**src/rtl/arith_pkg.sv**
```systemverilog
// Shared constants and state encoding for the
// bit-serial arithmetic blocks.
package arith_pkg;

  localparam int WIDTH_DEF = 8;
  localparam int CNT_W_DEF = $clog2(WIDTH_DEF);

  typedef logic [1:0] state_t;

  localparam state_t S_IDLE  = 2'd0;
  localparam state_t S_SHIFT = 2'd1;
  localparam state_t S_DONE  = 2'd2;

  function automatic int cnt_w(input int w);
    return (w < 2) ? 1 : $clog2(w);
  endfunction

endpackage

```
**src/rtl/fa_cell.sv**
```systemverilog
// Combinational one-bit full adder, table form
// like the subtractor cell.
module fa_cell (
  input  logic a,
  input  logic b,
  input  logic cin,
  output logic s,
  output logic c
);

  always_comb begin
    s = 1'b0;
    c = 1'b0;
    unique case ({a, b, cin})
      3'b000: begin s = 1'b0; c = 1'b0; end
      3'b001: begin s = 1'b1; c = 1'b0; end
      3'b010: begin s = 1'b1; c = 1'b0; end
      3'b011: begin s = 1'b0; c = 1'b1; end
      3'b100: begin s = 1'b1; c = 1'b0; end
      3'b101: begin s = 1'b0; c = 1'b1; end
      3'b110: begin s = 1'b0; c = 1'b1; end
      3'b111: begin s = 1'b1; c = 1'b1; end
      default: begin s = 1'b0; c = 1'b0; end
    endcase
  end

endmodule

```
**src/rtl/serial_fa_adder.sv**
```systemverilog
// Bit-serial adder: one full-adder cell plus a
// carry flop, LSB first, sum shifted in from MSB.
module serial_fa_adder
  import arith_pkg::*;
#(
  parameter int WIDTH = WIDTH_DEF
) (
  input  logic             clk,
  input  logic             rst,
  input  logic             start,
  input  logic [WIDTH-1:0] a,
  input  logic [WIDTH-1:0] b,
  input  logic             cin,
  output logic             busy,
  output logic             done,
  output logic [WIDTH-1:0] sum,
  output logic             cout
);

  localparam int CW = cnt_w(WIDTH);
  localparam logic [CW-1:0] LAST = CW'(WIDTH - 1);

  state_t         state_q, state_d;
  logic [CW-1:0]  cnt_q, cnt_d;
  logic           carry_q, carry_d;
  logic [WIDTH-1:0] a_sh_q, a_sh_d;
  logic [WIDTH-1:0] b_sh_q, b_sh_d;
  logic [WIDTH-1:0] sum_q, sum_d;
  logic           cout_q, cout_d;
  logic           busy_q, busy_d;
  logic           done_q, done_d;
  logic           fa_s, fa_c;

  fa_cell u_fa (
    .a   (a_sh_q[0]),
    .b   (b_sh_q[0]),
    .cin (carry_q),
    .s   (fa_s),
    .c   (fa_c)
  );

  always_comb begin
    state_d = state_q;
    cnt_d   = cnt_q;
    carry_d = carry_q;
    a_sh_d  = a_sh_q;
    b_sh_d  = b_sh_q;
    sum_d   = sum_q;
    cout_d  = cout_q;
    busy_d  = busy_q;
    done_d  = done_q;
    unique case (state_q)
      S_IDLE: begin
        if (start) begin
          a_sh_d  = a;
          b_sh_d  = b;
          carry_d = cin;
          cnt_d   = '0;
          busy_d  = 1'b1;
          state_d = S_SHIFT;
        end
      end
      S_SHIFT: begin
        sum_d   = {fa_s, sum_q[WIDTH-1:1]};
        a_sh_d  = a_sh_q >> 1;
        b_sh_d  = b_sh_q >> 1;
        carry_d = fa_c;
        cnt_d   = cnt_q + 1'b1;
        if (cnt_q == LAST) begin
          cout_d  = fa_c;
          busy_d  = 1'b0;
          done_d  = 1'b1;
          state_d = S_DONE;
        end
      end
      S_DONE: begin
        done_d  = 1'b0;
        state_d = S_IDLE;
      end
      default: begin
        busy_d  = 1'b0;
        done_d  = 1'b0;
        state_d = S_IDLE;
      end
    endcase
  end

  always_ff @(posedge clk) begin
    if (rst) begin
      state_q <= S_IDLE;
      cnt_q   <= '0;
      carry_q <= 1'b0;
      a_sh_q  <= '0;
      b_sh_q  <= '0;
      sum_q   <= '0;
      cout_q  <= 1'b0;
      busy_q  <= 1'b0;
      done_q  <= 1'b0;
    end else begin
      state_q <= state_d;
      cnt_q   <= cnt_d;
      carry_q <= carry_d;
      a_sh_q  <= a_sh_d;
      b_sh_q  <= b_sh_d;
      sum_q   <= sum_d;
      cout_q  <= cout_d;
      busy_q  <= busy_d;
      done_q  <= done_d;
    end
  end

  assign busy = busy_q;
  assign done = done_q;
  assign sum  = sum_q;
  assign cout = cout_q;

endmodule

```
**config.mk**
```make
export PLATFORM = sky130hd
export DESIGN_NAME = serial_fa_adder
export DESIGN_NICKNAME = d
export VERILOG_FILES = /design/src/rtl/arith_pkg.sv /design/src/rtl/fa_cell.sv /design/src/rtl/serial_fa_adder.sv
export SDC_FILE = /design/constraint.sdc
export NUM_CORES = 1
export LEC_CHECK = 0
export CORE_ASPECT_RATIO = 0.9
export CORE_UTILIZATION = 52
export CTS_BUF_LIST = sky130_fd_sc_hd__clkbuf_2
export DETAILED_ROUTE_END_ITERATION = 7
export PLACE_DENSITY = 0.81
export SYNTH_ARGS = -nofsm -noshare
export SYNTH_HDL_FRONTEND = slang
export SYNTH_SLANG_ARGS = --single-unit
export TNS_END_PERCENT = 50
```
**constraint.sdc**
```tcl
create_clock -name clk -period 2.5 [get_ports clk]
set_input_delay 0.25 -clock clk [delete_from_list [all_inputs] [get_ports clk]]
set_output_delay 0.25 -clock clk [all_outputs]
set_load 0.02 [all_outputs]
```
Word level (Yosys, flattened, before mapping)
Memories as Yosys holds them, arrays and structs flattened. A register that Yosys moved wholly into a read port is not among the register bits.
Index checks and enable logic that the tools add are counted.
- bits in registers: 33
- bits in latches: 0
- bits in writable memories: 0
- ROM bits: 16
- input port bits: 20
- output and inout port bits: 11
- logic and storage cells: 43
- memories kept: 1
- add/sub/neg operators: 1
- multiply operators: 0
- divide/modulo/power cells: 0
- magnitude comparators: 0
- eq/ne operators: 5
- shifts and indexed selects: 0
- muxes and demuxes: 18
- bitwise gates (word level): 2
- reductions and logical operators: 7
- memories (name ; depth ; width ; rd ports ; clocked after memory_dff ; wr ports ; RTL line ; source):
    (name not given) ; 8 ; 2 ; 1 ; 1 ; 0 ; fa_cell.sv:14 ; unique case ({a, b, cin})
- operators by type and width (kind ; count):
    $pmux 8 s2 ; 2
    $mux 8 ; 2
    $mux 3 ; 3
    $reduce_and 2->1 ; 4
    $pmux 3 s2 ; 1
    $mux 1 ; 4
    $mux 2 ; 2
    $ne 2x2->1 const B ; 2
    $pmux 1 s2 ; 2
    $pmux 2 s2 ; 1
    $add 3x1->3 const B ; 1
    $eq 3x3->1 const B ; 1
    $pmux 1 s3 ; 1
    $reduce_and 3->1 ; 1
    $eq 2x1->1 const B ; 1
    $eq 2x2->1 const B ; 1
    $logic_not 2->1 ; 1
    $not 1->1 ; 2
    $reduce_bool 2->1 ; 1

Logic depth before layout (Yosys ltp)
- depth after elaboration: 5
- gate-level depth with buffers: 8

Cells and area by module
A second synthesis with hierarchy kept.
- cell total of the unflattened synthesis: 151
- area, all modules: 1562.7 µm²
- modules (own cells, without submodules) (module ; instances ; cells an instance ; area an instance (µm²) ; sequential area each (µm²)):
    serial_fa_adder ; 1 ; 144 ; 1512.7 ; 660.6
    fa_cell ; 1 ; 7 ; 50.0 ; 0.0

Worst setup path after synthesis
OpenSTA, ideal clock, no wires.
- path type: register to register
- from: reg state_q[0]
- to: reg u_fa.s (netlist name)
- arrival: 1.630 ns
- required time: 2.364 ns
- slack: 0.734 ns
- cell stages (with the launch flop): 8
- clock period less this slack: 1.766 ns
- cell sequence: dfxtp_1 buf_4 o21ba_1 buf_4 buf_4 a211o_1 ha_1 xor2_1
- RTL lines (item ; RTL line ; source):
    start: declaration ; serial_fa_adder.sv:23 ; state_t state_q, state_d;
    start signal: assignment ; serial_fa_adder.sv:100 ; state_q <= state_d;

==> PnR_summary.wiki <==
{| class="wikitable"
! Metric !! Value
|-
| Number of global-route vias before repair || 1216
|-
| Initial Utilization || 55.3%
|-
| Horiz. Die Dim || 59.5 microns
|-
| Minimum clock period after layout || 2080 ps
|-
| Remaining antenna violation count || 0
|-
| Number of buffers inserted for hold repair after clock tree synthesis || 0
|-
| Length in cells of the worst reg-to-reg path || 5
|-
| Core box area || 2790 sq um
|-
| Die height || 53.7 microns
|-
| Number of input and output port buffers inserted || 30
|-
| Post-CTS Repair Setup Buffers || 0
|-
| Register area share after synthesis || 45.3%
|-
| Crit Reg-Reg Startpoint || state_q[1]$_SDFFE_PP0P_
|-
| Inserted Clock Buffers || 5
|-
| Internal power consumption || 840 uW
|-
| Count of yosys warnings during synthesis || 0
|-
| Number of core rows || 18
|-
| # fillers || 272
|-
| Top cell type's share of synthesized area || 45.3%
|-
| Max VDD drop || 0.000399 V
|-
| Grt ovf || 0
|-
| Worst Path Class, Setup || reg -> reg
|-
| Gpl congestion || 0.779
|-
| Finish-stage setup viols || 0
|-
| Total leakage power || 0.724 nW
|-
| Hold Violations, Final || 0
|-
| Slew Limit Headroom || 69.8%
|-
| EDFF count, synth || 0
|-
| Switching share of power || 26.7%
|-
| Top_reg_cell synth || dfxtp_1
|-
| Power density over the cells || 602 nW/um^2
|-
| First-pass GRT wire length || 5410 microns
|-
| Hold Crit Endpoint || b_sh_q[6]$_SDFFE_PP0N_
|-
| Final cycle utilization of the critical path || 83.0%
|-
| Arr. time, crit path || 2360 ps
|-
| Number of ports placed on the die boundary || 31
|-
| Measured slew at the worst slew-check pin || 453 ps
|-
| Cell Area, Synth || 1550 sq um
|-
| Most instantiated cells after synthesis || 44 x nand2_1, 35 x dfxtp_1, 20 x nor2_1, 13 x a21oi_1, 12 x a311oi_1
|-
| Root buffer cell || clkbuf_2
|-
| Remaining routing DRC violations || 0
|-
| Total via count after detailed routing || 1355
|-
| Startpoint kind of the worst setup timing path || register
|-
| GRT Total Usage || 24.0%
|-
| Final wirelength || 3290 microns
|-
| Most frequently used cell type in the post-synthesis netlist || nand2_1
|-
| Post-synthesis average cell area || 8.68 sq um
|-
| Crit Path Max Fanout || 15
|-
| Post-cts sizing count || 0
|-
| Sum Neg Setup Slack || 0 ps
|-
| Cell type with the highest aggregate area in the netlist || dfxtp_1
|-
| Layout overhead on the synthesized area || 23.2%
|-
| Power dissipated by switching net loads || 306 uW
|-
| RSZ-0062 raised after global routing || no
|-
| Average vias per placed instance || 5.51
|-
| Type of destination of the critical path || register
|-
| R2R setup slack || 420 ps
|-
| Min-delay src || b[6]
|-
| Instance count of the mapped netlist || 178
|-
| Longest Clk Path Bufs || 2
|-
| Antenna cell count || 0
|-
| Power share of the clock group || 31.7%
|-
| Clock tree from TritonCTS || built
|-
| Reg-to-Reg End || u_fa.s$_DFF_P_
|-
| Share of power burned in combinational logic || 14.6%
|-
| Max Clock Skew || 16.2 ps
|-
| Largest net degree at the start of global routing || 28
|-
| Worst-skew pair later-pin latency || 410 ps
|-
| Flip-flop and latch count after synthesis || 35
|-
| Launching instance or port of the critical path || state_q[1]$_SDFFE_PP0P_
|-
| Layout cells sized above 1 || 7.77%
|-
| Number of unique standard cell types used by synthesis || 30
|-
| Routed WL per cell || 13.4 microns
|-
| Iteration-0 DRC Markers || 58
|-
| Final Max Tran Viols || 0
|-
| Hold Path Stages || 3
|-
| Worst Hold Class || in -> reg
|-
| Die area || 3190 sq um
|-
| Sequential Power Share || 53.7%
|-
| Clock tree sinks || 35
|-
| Antenna violations before repair || 0
|-
| Initial DRT Pass Iterations || 4
|-
| Outcome || finished clean
|-
| Asr flop ratio synth || 0%
|-
| Highest attainable clock frequency || 482 MHz
|-
| Clock slew seen by the registers of the worst setup and hold paths || 190 ps
|-
| Core occupancy in the finished layout || 68.1%
|-
| Layout Nets || 229
|-
| H-tree depth || 2
|-
| Maximum Capacitance Violations || 0
|-
| Required time worst endpoint || 2790 ps
|-
| Net count after synthesis || 202
|-
| Top post-synthesis cells by area || dfxtp_1 45%, nand2_1 11%, a311oi_1 6.8%
|-
| Detail Placement HPWL || 2320 microns
|}
## per-stage QoR
stage	cell area (sq um)	power (mW)	hold WS [ps]	worst slack, ps	std cells
2_1_floorplan	1550	0.737	412	734	178
3_3_place_gp	1840	0.784	430	491	238
3_5_place_dp	1840	0.794	447	420	238
4_1_cts	1900	1.15	382	434	246
5_1_grt	1900	1.20	385	333	246
6_report	1900	1.15	404	424	246
## power by group through the flow
stage | combinational [mW] | sequential (mW) | clock [mW]
floorplan | 0.112 | 0.625 | 0
global placement | 0.158 | 0.626 | 0
detailed placement | 0.166 | 0.627 | 0
CTS | 0.168 | 0.616 | 0.369
global route | 0.184 | 0.621 | 0.390
finish | 0.167 | 0.616 | 0.363
## state kept, by name, summed over array words and instances, names as in the netlist
name,count
busy,1
carry_q,1
cout,1
u_fa.s,1
a_sh_q,8
sum,8
state_q,2
done,1
b_sh_q,8
u_fa.c,1
cnt_q,3
## cell families (layout without fill, tap and decap cells)
logic type / count (synthesis) / after routing / synth area share [%]
compound gates: 41 / 41 / 20.5
mux: 3 / 3 / 1.94
fa+ha+maj: 4 / 4 / 3.24
buf+inv: 18 / 46 / 7.04
simple gates: 76 / 76 / 21.4
xor+xnor: 1 / 1 / 0.567
flops: 35 / 35 / 45.3
## layer usage
| layer | global-route usage, % | vias up | share of wire, % |
|---|---|---|---|
| met5 | 0 | - | 0 |
| met3 | 9.62 | 12 | 5.6 |
| met4 | 12.3 | 0 | 3.2 |
| met1 | 26.3 | 635 | 43 |
| li1 | - | 666 | - |
| met2 | 40.3 | 42 | 48 |
## layout make-up
cell class                      count  area (sq um)  area share [%]
Multi-Input combinational cell    125           736            38.7
Sequential cell                    35           701            36.8
Timing Repair Buffer               36           345            18.1
Tap cell                           40          50.0            2.63
Clock inverter                      3          38.8            2.04
Clock buffer                        5          25.0            1.31
Inverter                            2          7.51           0.394
## worst max path at each step
stage / slack [ps] / depth (start not counted) / endpoint
2_1_floorplan: 730 / 7 / u_fa.s$_DFF_P_
3_3_place_gp: 490 / 6 / u_fa.s$_DFF_P_
3_5_place_dp: 420 / 6 / u_fa.s$_DFF_P_
4_1_cts: 430 / 5 / u_fa.s$_DFF_P_
5_1_grt: 330 / 5 / u_fa.s$_DFF_P_
6_report: 420 / 5 / u_fa.s$_DFF_P_
## critical path, cell delays in order, from the launching register on
cell and delay, ps:
dfxtp_1 640, nand2b_2 360, mux2i_1 170, a211o_1 330, ha_1 290, xor2_1 160
## cells in the final DEF (no fill, tap or decap)
cell type,Yosys,layout
a21o_1,2,2
clkdlybuf4s50_1,0,30
and2b_1,1,1
nor4b_2,1,1
a2111oi_0,1,1
nor3b_1,1,1
xor2_1,1,1
a2111oi_4,1,1
buf_4,8,6
a311oi_1,12,12
o21bai_1,2,2
dfxtp_1,35,35
a21oi_1,13,13
a22oi_1,2,2
bufinv_16,0,1
a211oi_1,5,5
nand3b_1,3,3
clkinv_1,0,1
ha_1,4,4
nand2b_1,2,2
nand2b_2,1,1
o21ba_1,1,1
clkbuf_2,0,5
mux2i_1,3,3
a211o_1,2,2
nor2_1,20,20
nand2_1,44,44
nor3_1,1,1
clkinv_2,0,1
nor2b_1,1,1
nand3_1,1,1
inv_1,2,2
Note: power is estimated with default switching activity, not from simulation.
